File: config.mk
export PLATFORM = sky130hd
export DESIGN_NAME = cordic_cos_iter
export DESIGN_NICKNAME = d
export VERILOG_FILES = /design/src/rtl/cordic_cos_iter.sv
export SDC_FILE = /design/constraint.sdc
export NUM_CORES = 1
export LEC_CHECK = 0
export CORE_UTILIZATION = 55
export DETAILED_ROUTE_END_ITERATION = 7
export GPL_ROUTABILITY_DRIVEN = 0
export PLACE_DENSITY_LB_ADDON = 0.05
export SLEW_MARGIN = 20
export SYNTH_ARGS = -nofsm -noshare
export SYNTH_HDL_FRONTEND = slang
export SYNTH_SLANG_ARGS = --single-unit
File: constraint.sdc
create_clock -name clk_i -period 11.8 [get_ports clk_i]
set_input_delay 1.18 -clock clk_i [delete_from_list [all_inputs] [get_ports clk_i]]
set_output_delay 1.18 -clock clk_i [all_outputs]
set_load 0.005 [all_outputs]
File: src/rtl/cordic_cos_iter.sv
// Iterative rotation-mode CORDIC: one micro-rotation per clock, returns cos(theta)
// as {sign, int, frac} with valid/ready handshakes on both sides.
module cordic_cos_iter #(
    parameter int unsigned WIDTH = 23,
    parameter int unsigned ITER  = 24
) (
    input  logic             clk_i,
    input  logic             rst_ni,
    input  logic             in_valid_i,
    output logic             in_ready_o,
    input  logic [WIDTH+1:0] theta_i,
    output logic             out_valid_o,
    input  logic             out_ready_i,
    output logic [WIDTH+1:0] result_o
);

    localparam int unsigned DW = WIDTH + 4;
    localparam int unsigned CW = (ITER > 1) ? $clog2(ITER) : 1;

    typedef logic signed [DW-1:0] word_t;

    function automatic logic [ITER-1:0][DW-1:0] gen_atan();
        logic [ITER-1:0][DW-1:0] tab;
        for (int i = 0; i < ITER; i++) begin
            tab[i] = DW'(longint'($atan(1.0 / (2.0 ** i)) * (2.0 ** WIDTH)));
        end
        return tab;
    endfunction

    localparam logic [ITER-1:0][DW-1:0] AtanTab = gen_atan();
    localparam word_t KInit = word_t'(longint'(0.6072529350088813 * (2.0 ** WIDTH)));
    localparam word_t One   = word_t'(longint'(1) << WIDTH);

    typedef enum logic [1:0] {StIdle, StRun, StConv, StDone} state_e;

    state_e               state_q, state_d;
    word_t                x_q, x_d, y_q, y_d, z_q, z_d;
    word_t                x_sh, y_sh;
    logic [CW-1:0]        i_q, i_d;
    logic [WIDTH+1:0]     result_q, result_d;

    assign x_sh = x_q >>> i_q;
    assign y_sh = y_q >>> i_q;

    always_ff @(posedge clk_i) begin
        if (!rst_ni) begin
            state_q <= StIdle;
        end else begin
            state_q <= state_d;
        end
    end

    always_comb begin
        state_d = state_q;
        unique case (state_q)
            StIdle: if (in_valid_i) state_d = StRun;
            StRun:  if (i_q == CW'(ITER - 1)) state_d = StConv;
            StConv: state_d = StDone;
            StDone: if (out_ready_i) state_d = StIdle;
            default: state_d = StIdle;
        endcase
    end

    always_comb begin
        in_ready_o  = (state_q == StIdle);
        out_valid_o = (state_q == StDone);
        result_o    = result_q;
    end

    always_comb begin
        x_d      = x_q;
        y_d      = y_q;
        z_d      = z_q;
        i_d      = i_q;
        result_d = result_q;
        unique case (state_q)
            StIdle: begin
                if (in_valid_i) begin
                    x_d = KInit;
                    y_d = '0;
                    z_d = word_t'($signed(theta_i));
                    i_d = '0;
                end
            end
            StRun: begin
                // d = +1 when z >= 0: rotate toward zero residual angle
                if (!z_q[DW-1]) begin
                    x_d = x_q - y_sh;
                    y_d = y_q + x_sh;
                    z_d = z_q - $signed(AtanTab[i_q]);
                end else begin
                    x_d = x_q + y_sh;
                    y_d = y_q - x_sh;
                    z_d = z_q + $signed(AtanTab[i_q]);
                end
                i_d = i_q + CW'(1);
            end
            StConv: begin
                if (x_q[DW-1]) begin
                    result_d = '0;
                end else if (x_q > One) begin
                    result_d = {2'b01, {WIDTH{1'b0}}};
                end else begin
                    result_d = {1'b0, x_q[WIDTH:0]};
                end
            end
            default: ;
        endcase
    end

    always_ff @(posedge clk_i) begin
        if (!rst_ni) begin
            x_q      <= '0;
            y_q      <= '0;
            z_q      <= '0;
            i_q      <= '0;
            result_q <= '0;
        end else begin
            x_q      <= x_d;
            y_q      <= y_d;
            z_q      <= z_d;
            i_q      <= i_d;
            result_q <= result_d;
        end
    end

endmodule

==> results of run 1 <==
final cells by class:
cell class	count	area, um^2
clock inverters	10	146
multi-input cells	1386	10600
inverters	43	161
well taps	324	405
clock buffers	21	450
repair buffers	70	656
flip-flops and latches	135	2710
fillers	2220	9500
cell usage in the layout (no fill, tap or decap), types with 18 or more instances in the layout:
master / synthesis / layout
dfxtp_1: 135 / 131
nand2_1: 136 / 136
a222oi_1: 18 / 18
nor2b_1: 83 / 83
nand2b_1: 22 / 22
inv_1: 40 / 40
mux2i_1: 71 / 71
o21ai_0: 90 / 90
a22oi_1: 55 / 55
nor3_1: 27 / 27
nand3_1: 24 / 24
mux2_2: 26 / 26
mux4_2: 44 / 44
nor2_1: 105 / 105
a31oi_1: 25 / 25
clkdlybuf4s50_1: 0 / 53
a21o_1: 39 / 39
ha_1: 94 / 94
and3_1: 23 / 23
a21oi_1: 132 / 132
xor2_1: 55 / 55
xnor2_1: 78 / 78
logic make-up (layout without fill, tap and decap cells):
logic type,Yosys count,after routing
other cells,1,1
buf+inv,146,144
simple gates,492,492
xor+xnor,133,133
mux,147,147
fa+ha+maj,97,97
flops,135,135
compound gates,516,516
routing by layer:
layer	wire (um)	part of all wire	GRT usage	vias up
li1	-	-	-	6235
met1	18000	0.42	0.426	6298
met2	20000	0.47	0.544	570
met3	2970	0.070	0.0475	121
met4	1550	0.036	0.138	0
met5	0	0	0	-
worst max path at each step:
stage / from / endpoint / slack [ns] / cells past startpoint
5_1_grt: i_q[0] / y_q[26] / 4.62 / 21
6_report: i_q[0] / x_q[26] / 5.02 / 23
2_1_floorplan: i_q[1] / x_q[26] / 6.48 / 25
3_5_place_dp: i_q[0] / x_q[26] / 5.21 / 23
4_1_cts: i_q[0] / x_q[26] / 5.17 / 23
3_3_place_gp: i_q[0] / x_q[26] / 5.39 / 23
worst register-to-register path, stage by stage, from the launching register on:
cell and delay [ns]:
dfxtp_2 0.31, buf_4 0.68, inv_1 0.74, mux2i_1 0.29
mux4_2 0.53, mux2_2 0.31, inv_1 0.07, ha_1 0.19
inv_1 0.08, a2111oi_4 0.26, nand4_2 0.20, nor2_1 0.31
a21oi_1 0.13, xor2_1 0.17, ha_1 0.36, nand2_1 0.12
or3_1 0.35, o21ai_0 0.27, a41o_1 0.32, a31oi_1 0.16
a211o_1 0.29, and3_1 0.20, o21ai_0 0.14, a21bo_1 0.21
metrics by stage:
stage | util | std cells | worst slack [ns] | hold slack (ns) | instance area, um^2
after CTS | 0.614 | 1989 | 5.17 | 0.518 | 15100
after global routing | 0.614 | 1989 | 4.62 | 0.560 | 15100
after global placement | 0.589 | 1958 | 5.39 | 0.499 | 14500
after floorplan | - | 1667 | 6.48 | 0.482 | 13900
after detailed placement | 0.589 | 1958 | 5.21 | 0.506 | 14500
final | 0.614 | 1989 | 5.02 | 0.520 | 15100
==> flow_summary.yaml, run 1 <==
outcome:
  status: "finished clean"
global_route:
  grt_pass1_wl_mm: 67.3
  antenna_found_initial: 0
  grt_pass1_vias: 12361
  grt_max_degree: 78
  overflow: 0
  grt_use_total: 0.328
logic_synthesis:
  netlist_instances: 1667
  synth_edf_count: 0
  synth.top_cells.by_count: "136 x nand2_1, 135 x dfxtp_1, 132 x a21oi_1, 105 x nor2_1, 94 x ha_1"
  synth_most_common_cell: "nand2_1"
  yosys.area_share.adder: 0.0887
  synth.ff_latch_count: 135
  yosys.area.top_type: "dfxtp_1"
  synth_compound_gate_area_share: 0.251
  synth_area_leaders: "dfxtp_1 19%, ha_1 8.4%, mux4_2 7.1%"
  synth_top_family_by_area: "compound AO/OA/AOI/OAI gates"
  synthXorXnorAreaFrac: 0.0836
  yosys_warnings: 0
  synth_fp_nets: 1793
  syn_area_um2: 13900
  async_reset_ff_frac: 0
  synth_seq_area_share: 0.194
  syn_area_per_cell_um2: 8.36
  synthSimpleGateAreaFrac: 0.181
  synthMuxAreaShare: 0.153
  synth_cell_types: 97
  synth_top_area_share: 0.194
  synth-main-ff-cell: "dfxtp_1"
critical_path:
  worstPathArrival_ns: 7.11
  critical_path.top_delay_family: "compound AO/OA/AOI/OAI gates"
  worstReg2RegStart: "i_q[0]"
  slowest_stage: "inv_1"
  worstPathCellList: "buf_4, inv_1, mux2i_1, mux4_2, mux2_2, inv_1, ha_1, inv_1, a2111oi_4, nand4_2, nor2_1, a21oi_1, xor2_1, ha_1, nand2_1, or3_1, o21ai_0, a41o_1, a31oi_1, a211o_1, and3_1, o21ai_0, a21bo_1"
  crit_top_cell: "inv_1"
  r2r-end: "x_q[26]"
  worstSetupPathType: "flop to flop"
  critPathLaunchType: "flop"
  cp.required_ns: 12.13
  ff2ff_path_depth: 23
  crit_fanout: 63
  rrSetupSlack_ns: 5.02
  timing.critical_path.buf_inv: 4
  cpPeakStageDelay_ns: 0.70
  worstSetupEndpointType: "flop"
hold_path:
  hold_path_depth: 2
  holdPathEnd: "result_o[23]"
  worstHoldStart: "result_o[23]"
  hp-class: "flop to flop"
cells_and_area:
  antennaDiodeCount: 0
  fin_nets: 1779
  layout-drive-gt1-share: 0.0913
  area_growth_pct: 8.37
drt:
  first_pass_iters: 6
  avgViaCountPerCell: 6.65
  via_count: 13224
  wl_per_cell_um: 21.4
  dr.first_iter.drc_count: 1312
  drcViolationCount: 0
  ant_nets: 0
  wl_mm: 42.6
clocking:
  cts_resized: 0
  numCtsBuffers: 17
  htreeDepth: 4
  cts.clk_slew.worst_paths_ns: 0.06
  ctsRootBufferMaster: "clkbuf_16"
  cts.sinks: 135
  cts_setup_buffers: 0
  cts_buffer_depth: 2
  cts_tree: "done"
  clkLatencyLatePin_ns: 0.44
  cts_hold_buf: 0
timing:
  fin_crit_sh: 0.575
  tightestPinTransition_ns: 1.08
  setup_viol_count_final: 0
  slew-limit-headroom: 0.280
  fmax_mhz: 148
  hold_viol_final: 0
  final_max_slew_viol_count: 0
  rsz0062_at_grt: "false"
  period_minus_slack_ns: 6.78
  finalClockSkew_ns: 0.0136
  setup-tns-final_ns: 0
placed_design:
  portBuffers: 54
  hpwl_mm: 30.3
floorplanning:
  die-height_um: 161
  core.rowCount: 57
  die_width_um: 161
  dieArea_um2: 26000
  start_util: 0.566
  ioPinCount: 56
  core_um2: 24600
run:
  drv_cap: 0
Power of run 1 is not shown: default switching activity piles up to over one toggle a cycle in this logic, so the estimate is an artifact.
==> inputs of run 2 (changes only) <==
- clock period: 11.8 -> 6.71 ns (I/O delays scaled with it)
==> run 2 against run 1 <==
Effect of this change: cell area rose by 1.1%; count of clock-buffer cells in the layout fell by 1; core utilization rose by 0.70 points; routed wire length rose by 0.81%; global-route usage rose by 0.33 points; sequential share of layout area fell by 0.20 points; flip-flop and latch count did not move; critical endpoint is now y_q[26]; largest cell class unchanged.
==> flow_summary.yaml, run 2 (synthesized netlist as in run 1, its figures left out) <==
floorplanning:
  core_um2: 24600
  dieArea_um2: 26000
  core.rowCount: 57
  start_util: 0.566
  die_width_um: 161
  die-height_um: 161
  ioPinCount: 56
global_route:
  grt_pass1_wl_mm: 68.2
  overflow: 0
  grt_use_total: 0.331
  grt_max_degree: 52
  antenna_found_initial: 0
  grt_pass1_vias: 12480
clocking:
  cts.clk_slew.worst_paths_ns: 0.06
  htreeDepth: 4
  cts_tree: "done"
  cts_resized: 0
  ctsRootBufferMaster: "clkbuf_16"
  clkLatencyLatePin_ns: 0.44
  numCtsBuffers: 17
  cts_buffer_depth: 2
  cts_hold_buf: 0
  cts_setup_buffers: 0
  cts.sinks: 135
critical_path:
  ff2ff_path_depth: 20
  critPathLaunchType: "flop"
  worstSetupPathType: "flop to flop"
  worstReg2RegStart: "i_q[1]"
  worstSetupEndpointType: "flop"
  cp.required_ns: 7.05
  crit_fanout: 40
  worstPathArrival_ns: 6.37
  rrSetupSlack_ns: 0.68
  r2r-end: "y_q[26]"
placed_design:
  portBuffers: 54
  hpwl_mm: 31.2
  dp_cells: 1976
hold_path:
  holdPathEnd: "result_o[23]"
  hold_path_depth: 2
  worstHoldStart: "result_o[23]"
  hp-class: "flop to flop"
outcome:
  status: "finished clean"
timing:
  rsz0062_at_grt: "false"
  period_minus_slack_ns: 6.03
  setup-tns-final_ns: 0
  finalClockSkew_ns: 0.0157
  hold_viol_final: 0
  fin_crit_sh: 0.898
  fmax_mhz: 166
  tightestPinTransition_ns: 0.888
  setup_viol_count_final: 0
  slew-limit-headroom: 0.407
  final_max_slew_viol_count: 0
drt:
  drcViolationCount: 0
  via_count: 13334
  avgViaCountPerCell: 6.64
  wl_met2_mm: 19.7
  ant_nets: 0
  wl_per_cell_um: 21.4
  top_layer: "met4"
  first_pass_iters: 6
  wl_met1_mm: 18.1
  wl_mm: 42.9
  dr.first_iter.drc_count: 1199
  wl_met3_mm: 3.50
cells_and_area:
  mostFrequentLayoutCells: "136 x nand2_1, 132 x a21oi_1, 131 x dfxtp_1, 105 x nor2_1, 94 x ha_1"
  antennaDiodeCount: 0
  fin_nets: 1797
  fin_cells: 2008
  final.fill_count: 2175
  layout-drive-gt1-share: 0.103
  final_common_cell: "nand2_1"
  area_growth_pct: 9.60
run:
  drv_cap: 0
run 2: through the flow:
step | cell area (um^2) | worst slack (ns) | hold slack, ns | util
3_5_place_dp | 14700 | 0.791 | 0.510 | 0.595
4_1_cts | 15300 | 0.752 | 0.521 | 0.621
5_1_grt | 15300 | 0.129 | 0.543 | 0.621
6_report | 15300 | 0.682 | 0.510 | 0.621
2_1_floorplan | 13900 | 1.39 | 0.482 | -
3_3_place_gp | 14700 | 0.915 | 0.497 | 0.595
run 2: cell type report:
type | count | area (um^2) | share of cell area
Multi-Input combinational cell | 1386 | 10600 | 0.692
Sequential cell | 135 | 2710 | 0.177
Timing Repair Buffer | 88 | 803 | 0.0526
Clock buffer | 20 | 457 | 0.0299
Tap cell | 324 | 405 | 0.0265
Clock inverter | 12 | 164 | 0.0107
Inverter | 43 | 161 | 0.0106
run 2: how the worst max path moves through the flow:
| stage | startpoint | endpoint | slack (ns) | depth (start not counted) |
|---|---|---|---|---|
| floorplan | i_q[1] | x_q[26] | 1.39 | 25 |
| global placement | i_q[1] | y_q[26] | 0.91 | 17 |
| detailed placement | i_q[1] | y_q[26] | 0.79 | 21 |
| CTS | i_q[1] | y_q[26] | 0.75 | 21 |
| global route | i_q[1] | y_q[26] | 0.13 | 21 |
| finish | i_q[1] | y_q[26] | 0.68 | 20 |
run 2: per-layer routing:
metal  global-route usage  vias up
li1                     -     6282
met1                0.442     6313
met2                0.539      616
met3               0.0490      123
met4                0.127        0
met5                    0        -
run 2: critical path, stage by stage (launching register included):
cell and delay, ns:
dfxtp_4 0.71, buf_12 0.32, mux4_1 0.64, mux2i_1 0.29, mux2i_1 0.12, mux2i_1 0.32
ha_1 0.29, and3_1 0.22, and2_1 0.19, nor2_1 0.06, xnor2_1 0.16, ha_1 0.38
nand4_1 0.14, o31a_1 0.29, a31oi_1 0.34, a21oi_1 0.15, a311oi_1 0.46, a211oi_1 0.17
o21ai_1 0.12, or4b_1 0.46, o221ai_1 0.09
Power of run 2 is left out for the same reason.
==> inputs of run 3 (changes only) <==
- SKIP_LAST_GASP: default -> 1
==> results of run 3 <==
The final DEF is identical to that of run 2; final timing and power are the same.
Power of run 3 is left out for the same reason.
